**config.mk**
```make
export PLATFORM = sky130hd
export DESIGN_NAME = io_button_ctrl
export DESIGN_NICKNAME = d
export VERILOG_FILES = /design/src/rtl/io_ctrl_pkg.sv /design/src/rtl/btn_debounce.sv /design/src/rtl/io_button_ctrl.sv
export SDC_FILE = /design/constraint.sdc
export NUM_CORES = 1
export LEC_CHECK = 0
export CORE_MARGIN = 3
export CORE_UTILIZATION = 40
export CTS_CLUSTER_SIZE = 12
export DETAILED_ROUTE_END_ITERATION = 12
export DONT_BUFFER_PORTS = 1
export HOLD_SLACK_MARGIN = 0.06
export SLEW_MARGIN = 20
export SYNTH_ARGS = -nofsm -noshare
export SYNTH_HDL_FRONTEND = slang
export SYNTH_SLANG_ARGS = --single-unit
```
**constraint.sdc**
```tcl
create_clock -name clk -period 4.4 [get_ports clk]
set_input_delay 0.22 -clock clk [delete_from_list [all_inputs] [get_ports clk]]
set_output_delay 0.22 -clock clk [all_outputs]
set_load 0.1 [all_outputs]
```
**src/rtl/io_ctrl_pkg.sv**
```systemverilog
// Shared definitions for the button/switch/LED I/O controller.
// Holds the bus word offsets, button bit indices, the debounce state
// encoding, CTRL register field positions and the pending-bit priority
// encoder used to build the CTRL read value.
package io_ctrl_pkg;

    // Bus word offsets
    localparam logic [1:0] ADDR_SW   = 2'd0;
    localparam logic [1:0] ADDR_BTN  = 2'd1;
    localparam logic [1:0] ADDR_LED  = 2'd2;
    localparam logic [1:0] ADDR_CTRL = 2'd3;

    // Button bit order used in every button-wide vector
    localparam int BTN_U   = 0;
    localparam int BTN_D   = 1;
    localparam int BTN_L   = 2;
    localparam int BTN_R   = 3;
    localparam int NUM_BTN = 4;

    // Debounce FSM states
    typedef enum logic [1:0] {
        IDLE  = 2'd0,   // accepted low
        CHK_H = 2'd1,   // qualifying a rise
        HIGH  = 2'd2,   // accepted high
        CHK_L = 2'd3    // qualifying a fall
    } db_state_t;

    // CTRL word field positions
    localparam int CTRL_IRQ_EN_BIT = 0;
    localparam int CTRL_IDX_LSB    = 4;
    localparam int CTRL_ANY_BIT    = 7;

    // Index of the lowest-numbered set bit; 0 when nothing is set.
    function automatic logic [1:0] lowest_set(input logic [3:0] v);
        logic [1:0] idx;
        casez (v)
            4'b???1: idx = 2'd0;
            4'b??10: idx = 2'd1;
            4'b?100: idx = 2'd2;
            4'b1000: idx = 2'd3;
            default: idx = 2'd0;
        endcase
        return idx;
    endfunction

endpackage

```
**src/rtl/btn_debounce.sv**
```systemverilog
// Single-button conditioner: 2-flop synchroniser followed by a debounce
// FSM. A level change is accepted only after DEBOUNCE_CYCLES consecutive
// synchronised samples at the new level. Accepting a rise produces a
// registered one-cycle press pulse; accepting a fall produces nothing.
// Ports:
//   clk, reset   : clock and asynchronous active-high reset
//   btn          : raw (asynchronous, bouncy) button input
//   press_pulse  : one-cycle pulse when a press is accepted
//   level        : current accepted (debounced) level
module btn_debounce
    import io_ctrl_pkg::*;
#(
    parameter int DEBOUNCE_CYCLES = 4,
    parameter int CNT_W           = 20
) (
    input  logic clk,
    input  logic reset,
    input  logic btn,
    output logic press_pulse,
    output logic level
);

    localparam logic [CNT_W-1:0] CNT_LAST = CNT_W'(DEBOUNCE_CYCLES - 1);

    logic             sync_p0, sync_p1;
    db_state_t        state, state_nxt;
    logic [CNT_W-1:0] cnt, cnt_nxt;
    logic             pulse_nxt;

    always_ff @(posedge clk or posedge reset) begin
        if (reset) begin
            sync_p0     <= 1'b0;
            sync_p1     <= 1'b0;
            state       <= IDLE;
            cnt         <= '0;
            press_pulse <= 1'b0;
        end else begin
            // synchroniser stage boundary
            sync_p0     <= btn;
            sync_p1     <= sync_p0;
            // FSM stage boundary
            state       <= state_nxt;
            cnt         <= cnt_nxt;
            press_pulse <= pulse_nxt;
        end
    end

    // cnt counts samples seen at the candidate level, including the one
    // that triggered the CHK state; acceptance happens on the sample that
    // finds cnt already at DEBOUNCE_CYCLES-1.
    always_comb begin
        state_nxt = state;
        cnt_nxt   = cnt;
        pulse_nxt = 1'b0;
        unique case (state)
            IDLE: begin
                if (sync_p1) begin
                    state_nxt = CHK_H;
                    cnt_nxt   = CNT_W'(1);
                end
            end
            CHK_H: begin
                if (!sync_p1) begin
                    state_nxt = IDLE;
                    cnt_nxt   = '0;
                end else if (cnt == CNT_LAST) begin
                    state_nxt = HIGH;
                    cnt_nxt   = '0;
                    pulse_nxt = 1'b1;
                end else begin
                    cnt_nxt = cnt + CNT_W'(1);
                end
            end
            HIGH: begin
                if (!sync_p1) begin
                    state_nxt = CHK_L;
                    cnt_nxt   = CNT_W'(1);
                end
            end
            CHK_L: begin
                if (sync_p1) begin
                    state_nxt = HIGH;
                    cnt_nxt   = '0;
                end else if (cnt == CNT_LAST) begin
                    state_nxt = IDLE;
                    cnt_nxt   = '0;
                end else begin
                    cnt_nxt = cnt + CNT_W'(1);
                end
            end
            default: begin
                state_nxt = IDLE;
                cnt_nxt   = '0;
            end
        endcase
    end

    assign level = (state == HIGH) || (state == CHK_L);

endmodule

```
**src/rtl/io_button_ctrl.sv**
```systemverilog
// Memory-mapped I/O controller for board switches, buttons and LEDs.
// Switches are synchronised only; buttons are synchronised and debounced,
// and accepted presses latch into a sticky pending register cleared by
// write-1-to-clear. A registered level irq is raised while irq_en and any
// pending bit are set.
// Ports:
//   clk, reset          : clock and asynchronous active-high reset
//   switches[15:0]      : raw slide switches
//   btn_u/d/l/r         : raw buttons (pend bit 0..3)
//   bus_addr[1:0]       : word select 0 SW, 1 BTN, 2 LED, 3 CTRL
//   bus_re, bus_we      : read / write strobes
//   bus_wdata[31:0]     : write data
//   bus_rdata[31:0]     : registered read data, held between reads
//   leds[15:0]          : LED drive register
//   irq                 : registered interrupt request
module io_button_ctrl
    import io_ctrl_pkg::*;
#(
    parameter int DEBOUNCE_CYCLES = 4,
    parameter int CNT_W           = 20
) (
    input  logic        clk,
    input  logic        reset,
    input  logic [15:0] switches,
    input  logic        btn_u,
    input  logic        btn_d,
    input  logic        btn_l,
    input  logic        btn_r,
    input  logic [1:0]  bus_addr,
    input  logic        bus_re,
    input  logic        bus_we,
    input  logic [31:0] bus_wdata,
    output logic [31:0] bus_rdata,
    output logic [15:0] leds,
    output logic        irq
);

    logic [15:0]        sw_p0, sw_p1;
    logic [NUM_BTN-1:0] btn_raw, press, level;
    logic [NUM_BTN-1:0] pend;
    logic               irq_en;
    logic               wr_btn, wr_led, wr_ctrl;
    logic [31:0]        ctrl_word, rd_mux;

    assign btn_raw[BTN_U] = btn_u;
    assign btn_raw[BTN_D] = btn_d;
    assign btn_raw[BTN_L] = btn_l;
    assign btn_raw[BTN_R] = btn_r;

    generate
        for (genvar i = 0; i < NUM_BTN; i++) begin : g_btn
            btn_debounce #(
                .DEBOUNCE_CYCLES(DEBOUNCE_CYCLES),
                .CNT_W          (CNT_W)
            ) u_db (
                .clk        (clk),
                .reset      (reset),
                .btn        (btn_raw[i]),
                .press_pulse(press[i]),
                .level      (level[i])
            );
        end
    endgenerate

    assign wr_btn  = bus_we && (bus_addr == ADDR_BTN);
    assign wr_led  = bus_we && (bus_addr == ADDR_LED);
    assign wr_ctrl = bus_we && (bus_addr == ADDR_CTRL);

    always_comb begin
        ctrl_word                           = '0;
        ctrl_word[CTRL_IRQ_EN_BIT]          = irq_en;
        ctrl_word[CTRL_IDX_LSB +: 2]        = lowest_set(pend);
        ctrl_word[CTRL_ANY_BIT]             = |pend;
    end

    always_comb begin
        rd_mux = '0;
        unique case (bus_addr)
            ADDR_SW:   rd_mux = {16'b0, sw_p1};
            ADDR_BTN:  rd_mux = {28'b0, pend};
            ADDR_LED:  rd_mux = {16'b0, leds};
            ADDR_CTRL: rd_mux = ctrl_word;
        endcase
    end

    always_ff @(posedge clk or posedge reset) begin
        if (reset) begin
            sw_p0     <= '0;
            sw_p1     <= '0;
            pend      <= '0;
            irq_en    <= 1'b0;
            leds      <= '0;
            irq       <= 1'b0;
            bus_rdata <= '0;
        end else begin
            // switch synchroniser stage boundary
            sw_p0 <= switches;
            sw_p1 <= sw_p0;
            // register file stage boundary; a press in the same cycle as
            // its W1C wins so no event can be lost
            if (wr_btn)
                pend <= (pend & ~bus_wdata[NUM_BTN-1:0]) | press;
            else
                pend <= pend | press;
            if (wr_led)
                leds <= bus_wdata[15:0];
            if (wr_ctrl)
                irq_en <= bus_wdata[CTRL_IRQ_EN_BIT];
            irq <= irq_en & (|pend);
            // rd_mux sees pre-write values, so read+write returns old data
            if (bus_re)
                bus_rdata <= rd_mux;
        end
    end

    // Accepted levels are not mapped to any register; upper write bits
    // have no destination.
    logic unused_ok;
    assign unused_ok = &{1'b0, bus_wdata[31:16], level};

endmodule
```
==> results of run 1 <==
==> worst min path at each step <==
stage | endpoint | slack (ns) | cells after the start
6_report | bus_rdata[0]$_DFFE_PP0P_ | 0.12 | 2
5_1_grt | bus_rdata[0]$_DFFE_PP0P_ | 0.11 | 2
4_1_cts | bus_rdata[0]$_DFFE_PP0P_ | 0.1 | 2
3_5_place_dp | sw_p0[4]$_DFF_PP0_ | 0.25 | 0
3_3_place_gp | sw_p0[4]$_DFF_PP0_ | 0.25 | 0
2_1_floorplan | g_btn[0].u_db.sync_p0$_DFF_PP0_ | 0.25 | 0
==> final cells by class <==
| cell class | count | area share |
|---|---|---|
| Clock inverter | 15 | 0.01726 |
| Sequential cell | 170 | 0.4733 |
| Multi-Input combinational cell | 536 | 0.3619 |
| Clock buffer | 17 | 0.04733 |
| Inverter | 35 | 0.01503 |
| Tap cell | 260 | 0.03619 |
| Timing Repair Buffer | 43 | 0.04900 |
==> flip-flops by register name, indices dropped and copies added (netlist names), 4 cells and up, named ones only <==
| register | flops |
|---|---|
| g_btn.u_db.state | 4 |
| leds | 16 |
| pend | 4 |
| g_btn.u_db.sync_p1 | 4 |
| g_btn.u_db.cnt | 80 |
| bus_rdata | 16 |
| sw_p1 | 16 |
| g_btn.u_db.press_pulse | 4 |
| g_btn.u_db.sync_p0 | 4 |
| sw_p0 | 16 |
==> through the flow <==
step	std cells	total power [W]	hold WS (ns)	area (µm²)	setup slack [ns]
6_report	1076	0.004746	0.1196	8989	1.837
5_1_grt	1076	0.005017	0.1073	8989	1.686
4_1_cts	1076	0.004791	0.09628	8989	1.882
3_5_place_dp	1002	0.003293	0.2515	7988	1.897
3_3_place_gp	1002	0.003245	0.2515	7984	1.906
2_1_floorplan	785	0.003065	0.2514	7880	2.011
==> worst max-delay path: cells and delay by family (launching register included) <==
| kind | cells | cell delay, ns |
|---|---|---|
| DFF | 1 | 0.41 |
| adders and majority gates | 1 | 0.23 |
| AOI/OAI and AO/OA | 3 | 1.43 |
| and+or+nand+nor | 2 | 0.39 |
==> per-layer routing <==
layer	global-route usage	up-vias	part of all wire
met1	0.2199	2953	0.44
met3	0.04391	10	0.048
li1	-	2832	-
met4	0.05271	0	0.011
met2	0.2836	155	0.50
met5	0	-	0
==> repair_timing <==
item,4_1_cts,5_1_grt
endpoints found under the hold margin,227,0
setup endpoints to repair,0,0
hold buffers,42,0
==> cells in the final DEF, fill, tap and decap left out, types with 16 or more instances in the layout <==
master / Yosys / routed
a21o_1: 16 / 16
a21oi_1: 34 / 34
clkbuf_16: 0 / 17
conb_1: 1 / 16
dfrtp_1: 170 / 170
dlygate4sd3_1: 0 / 42
inv_1: 35 / 34
mux2_2: 20 / 20
mux2i_1: 17 / 17
nand2_1: 58 / 58
nand3_1: 69 / 69
nand4_1: 17 / 17
nor2_1: 40 / 40
nor3_1: 22 / 22
nor4_1: 31 / 31
o21ai_0: 50 / 49
or3_1: 24 / 24
==> where the power goes <==
group	leakage (nW)	internal, W	total, W	switching, W
clock	0.274	0.000754	0.00144	0.000688
sequential	2.19	0.00172	0.00230	0.000577
combinational	1.40	0.000332	0.00101	0.000676
total	3.86	0.00281	0.00475	0.00194
==> kinds of logic (layout without fill, tap and decap cells) <==
group,count (synthesis),in the layout
other,1,16
AND/OR/NAND/NOR,311,311
buffers and inverters,79,110
AO/OA/AOI/OAI,154,154
flip-flops,170,170
adder cells (fa/ha/maj),4,4
multiplexers,38,38
XOR/XNOR,13,13
==> impl_metrics.tcl, run 1 <==
set metrics [dict create \
    power.leakage_nw 3.862 \
    synthCells 770 \
    avgSynthCellArea_um2 10.16 \
    antennaDiodeCount 0 \
    hold_viol_final 0 \
    skew_ns 0.01274 \
    ys_seq_elements 170 \
    rrSetupSlack_ns 1.84 \
    cts_tree "done" \
    antenna_left 0 \
    slew_headroom 0.2836 \
    io_pins 107 \
    antenna_found_initial 0 \
    crit_slowest_cell "o21ai_1" \
    die_h_um 145.8 \
    tightest_slew_ns 1.067 \
    synthAdderAreaFrac 0.006400 \
    clk_latency_ns 0.43 \
    synth-xor-area-share 0.01456 \
    yosys.area_share.simple 0.2118 \
    grt_pass1_vias 5899 \
    vias_per_cell 5.530 \
    period_share 0.5826 \
    syn_area_um2 7820 \
    cts-root-buf "clkbuf_16" \
    synth-edff-count 0 \
    yosys.area.top_type "dfrtp_1" \
    slew_viol_final 0 \
    post-dp-hpwl_mm 11.64 \
    critPathMaxStageDelay_ns 0.88 \
    synth_compound_area_frac 0.1216 \
    r2r-end "g_btn[1].u_db.cnt[9]$_DFFE_PP0P_" \
    register_area_um2 4254 \
    crit_path_end_kind "register" \
    multi_input_area_um2 3253 \
    finalSetupViolations 0 \
    synth-main-ff-cell "dfrtp_1" \
    startpoint "g_btn[1].u_db.cnt[0]$_DFFE_PP0P_" \
    min-delay-start "bus_addr[0]" \
    critPathMaxFanout 17 \
    htree_levels 4 \
    ctsResizeCount 0 \
    drt_iter0_drc 372 \
    synth_top_family_by_area "simple AND/OR/NAND/NOR gates" \
    yosysSeqAreaShare 0.5440 \
    drc_errors 0 \
    wl_per_cell_um 16.59 \
    port-buffer-count 0 \
    nFillCells 1734 \
    r2r-start "g_btn[1].u_db.cnt[0]$_DFFE_PP0P_" \
    crit_chain "ha_1 > nor2b_1 > nand3_1 > o21ai_1 > o21ai_0 > a22o_1" \
    clock_sinks 170 \
    required_ns 4.71 \
    grt_use_total 0.1706 \
    cts_buffers 17 \
    place_congestion 0.8214 \
    die_w_um 145.8 \
    layout-drive-gt1-share 0.08456 \
    yosysMostFrequentCell "dfrtp_1" \
    core.rowCount 50 \
    status "finished, final reports clean" \
    core_area_um2 18960 \
    power.density_nw_per_um2 528.0 \
    grt_pass1_wl_mm 29.96 \
    wirelength_mm 17.85 \
    ys_async_sr_fraction 1.000 \
    fmaxAchievable_mhz 390.1 \
    synthDominantCellAreaShare 0.5440 \
    arrival_ns 2.88 \
    synth_area_leaders "dfrtp_1, nand3_1, o21ai_0" \
    tns_ns 0 \
    vdd_drop_max_uv 272.3 \
    die_area_um2 21260 \
    post_cts_buffers 0 \
    area_delta_synth_final_pct 14.94 \
    utilization 0.4742 \
    yosysWarnings 0 \
    nets 865 \
    grt_max_degree 171 \
    min_period_ns 2.563 \
    reg2regPathDepth 6 \
    ys_types 56 \
    grt_overflow 0 \
    max_cap_violations 0 \
    start_util 0.4125 \
    startpoint_type "register" \
    hold_class "in -> reg" \
    path_class "reg -> reg" \
    via_count 5950 \
    synth_mux_area_frac 0.05344 \
    drtPass1Iterations 5 \
    worstSetupEndpoint "g_btn[1].u_db.cnt[9]$_DFFE_PP0P_" \
    clkTransAtPathRegs_ns 0.07 \
    yosys-top-cells-count "dfrtp_1, nand3_1, nand2_1" \
    rsz0062_at_grt "no" \
    clockBufferDepth 2 \
]
Note: power is estimated with default switching activity, not from simulation.
==> run 2: changes to the inputs <==
==> constraint.sdc (replaced) <==
create_clock -name clk -period 2.6 [get_ports clk]
set_input_delay 0.13 -clock clk [delete_from_list [all_inputs] [get_ports clk]]
set_output_delay 0.13 -clock clk [all_outputs]
set_load 0.1 [all_outputs]
==> run 2 against run 1 <==
Against the previous run: worst setup slack got worse by 1.4 ns; sequential power rose by 53%; sequential share of layout area fell by 1.3 points; core utilization is 1.4 points higher; clock skew fell by 0.0041 ns; die area stayed put; final cell count increased by 2.9%; non-clock buffer count increased by 31; clock-buffer cell count is 2 higher; design area grew 2.9%; critical path depth unchanged; worst hold slack worse by 0.037 ns; critical path type unchanged.
==> impl_metrics.tcl, run 2 (synthesis gave the netlist of run 1 again) <==
set metrics [dict create \
    status "finished, final reports clean" \
    drt_iter0_drc 330 \
    grt_pass1_vias 5917 \
    grt_overflow 0 \
    antennaDiodeCount 0 \
    grt_use_total 0.1678 \
    place_congestion 0.8365 \
    wirelength_mm 17.45 \
    drc_errors 0 \
    tns_ns 0 \
    vdd_drop_max_uv 635.3 \
    startpoint_type "register" \
    die_h_um 145.8 \
    post_cts_buffers 0 \
    io_pins 107 \
    final_common_cell "dfrtp_1" \
    area_delta_synth_final_pct 18.30 \
    tightest_slew_ns 0.9572 \
    crit_chain "nor4_1 > nand3_1 > o21ai_1 > buf_4 > nor3_1 > o21bai_1" \
    max_cap_violations 0 \
    rsz0062_at_grt "no" \
    slew_viol_final 0 \
    antenna_left 0 \
    critPathMaxStageDelay_ns 0.50 \
    port-buffer-count 0 \
    critPathMaxFanout 9 \
    clockBufferDepth 2 \
    min_period_ns 2.126 \
    die_w_um 145.8 \
    min-delay-start "bus_addr[1]" \
    largest_reg_flops 80 \
    grt_max_degree 85 \
    drtPass1Iterations 6 \
    startpoint "g_btn[1].u_db.cnt[6]$_DFFE_PP0P_" \
    dp.cells 1032 \
    arrival_ns 2.44 \
    grt_pass1_wl_mm 29.62 \
    clk_latency_ns 0.43 \
    period_share 0.8176 \
    required_ns 2.92 \
    crit_slowest_cell "o21ai_1" \
    die_area_um2 21260 \
    top_register "g_btn.u_db.cnt" \
    cts_tree "done" \
    cts-root-buf "clkbuf_16" \
    crit_path_end_kind "register" \
    power.leakage_nw 4.035 \
    start_util 0.4125 \
    layout_common_cells "dfrtp_1, nand3_1, nand2_1, o21ai_0, dlygate4sd3_1" \
    fin_cells 1107 \
    antenna_found_initial 0 \
    finalSetupViolations 0 \
    layout-drive-gt1-share 0.1145 \
    clkTransAtPathRegs_ns 0.07 \
    wl_per_cell_um 15.76 \
    cts_buffers 17 \
    hold_viol_final 0 \
    whs_ns 0.08307 \
    hold_class "in -> reg" \
    fmaxAchievable_mhz 470.4 \
    path_class "reg -> reg" \
    r2r-start "g_btn[1].u_db.cnt[6]$_DFFE_PP0P_" \
    vias_per_cell 5.443 \
    core.rowCount 50 \
    utilization 0.4881 \
    nets 896 \
    skew_ns 0.008616 \
    power.density_nw_per_um2 901.2 \
    via_count 6025 \
    slew_headroom 0.3599 \
    htree_levels 4 \
    core_area_um2 18960 \
    total_power_w 0.008338 \
    clock_sinks 170 \
    post-dp-hpwl_mm 11.96 \
]
==> run 2: power by group <==
part | internal [W] | switching, W
combinational | 0.000705 | 0.00153
clock | 0.00147 | 0.00112
sequential | 0.00292 | 0.000597
total | 0.00510 | 0.00324
==> run 2: critical path, delay by kind of cell, from the launching register on <==
| family | cells | cell delay (ns) |
|---|---|---|
| buffers and inverters | 1 | 0.26 |
| DFF | 1 | 0.48 |
| AOI/OAI and AO/OA | 2 | 0.65 |
| and+or+nand+nor | 3 | 0.61 |
==> run 2: worst paths after layout <==
check	slack [ns]	end	cells past startpoint
setup / recovery	0.47	g_btn[1].u_db.cnt[16]$_DFFE_PP0P_	6
hold reg to reg	0.34	sw_p1[8]$_DFF_PP0_	0
hold / removal	0.08	bus_rdata[3]$_DFFE_PP0P_	4
min in group asynchronous	0.26	g_btn[3].u_db.cnt[17]$_DFFE_PP0P_	2
max in group asynchronous	1.50	g_btn[0].u_db.press_pulse$_DFF_PP0_	3
setup reg to reg	0.47	g_btn[1].u_db.cnt[16]$_DFFE_PP0P_	6
==> run 2: per-stage QoR <==
| stage | instance area [µm²] | worst slack, ns |
|---|---|---|
| final | 9251 | 0.4743 |
| after global routing | 9251 | 0.2590 |
| after CTS | 9251 | 0.4772 |
| after detailed placement | 8222 | 0.5097 |
| after global placement | 8222 | 0.5090 |
| after floorplan | 7880 | 0.3013 |
==> run 2: final cells by class <==
cell class,count,area (µm²)
Clock buffer,19,442.9
Clock inverter,13,156.4
Fill cell,1664,9704
Inverter,35,135.1
Multi-Input combinational cell,536,3249
Sequential cell,170,4254
Tap cell,260,325.3
Timing Repair Buffer,74,688.2
==> run 2: repair_timing <==
item,in CTS,in global routing
resized for setup,0,0
hold buffers,43,0
endpoints found under the hold margin,83,0
==> run 2: routing by layer <==
metal	wire length [µm]	global-route usage
met1	7933	0.2197
met2	8530	0.2773
met3	805	0.04578
met4	180	0.04368
met5	0	0
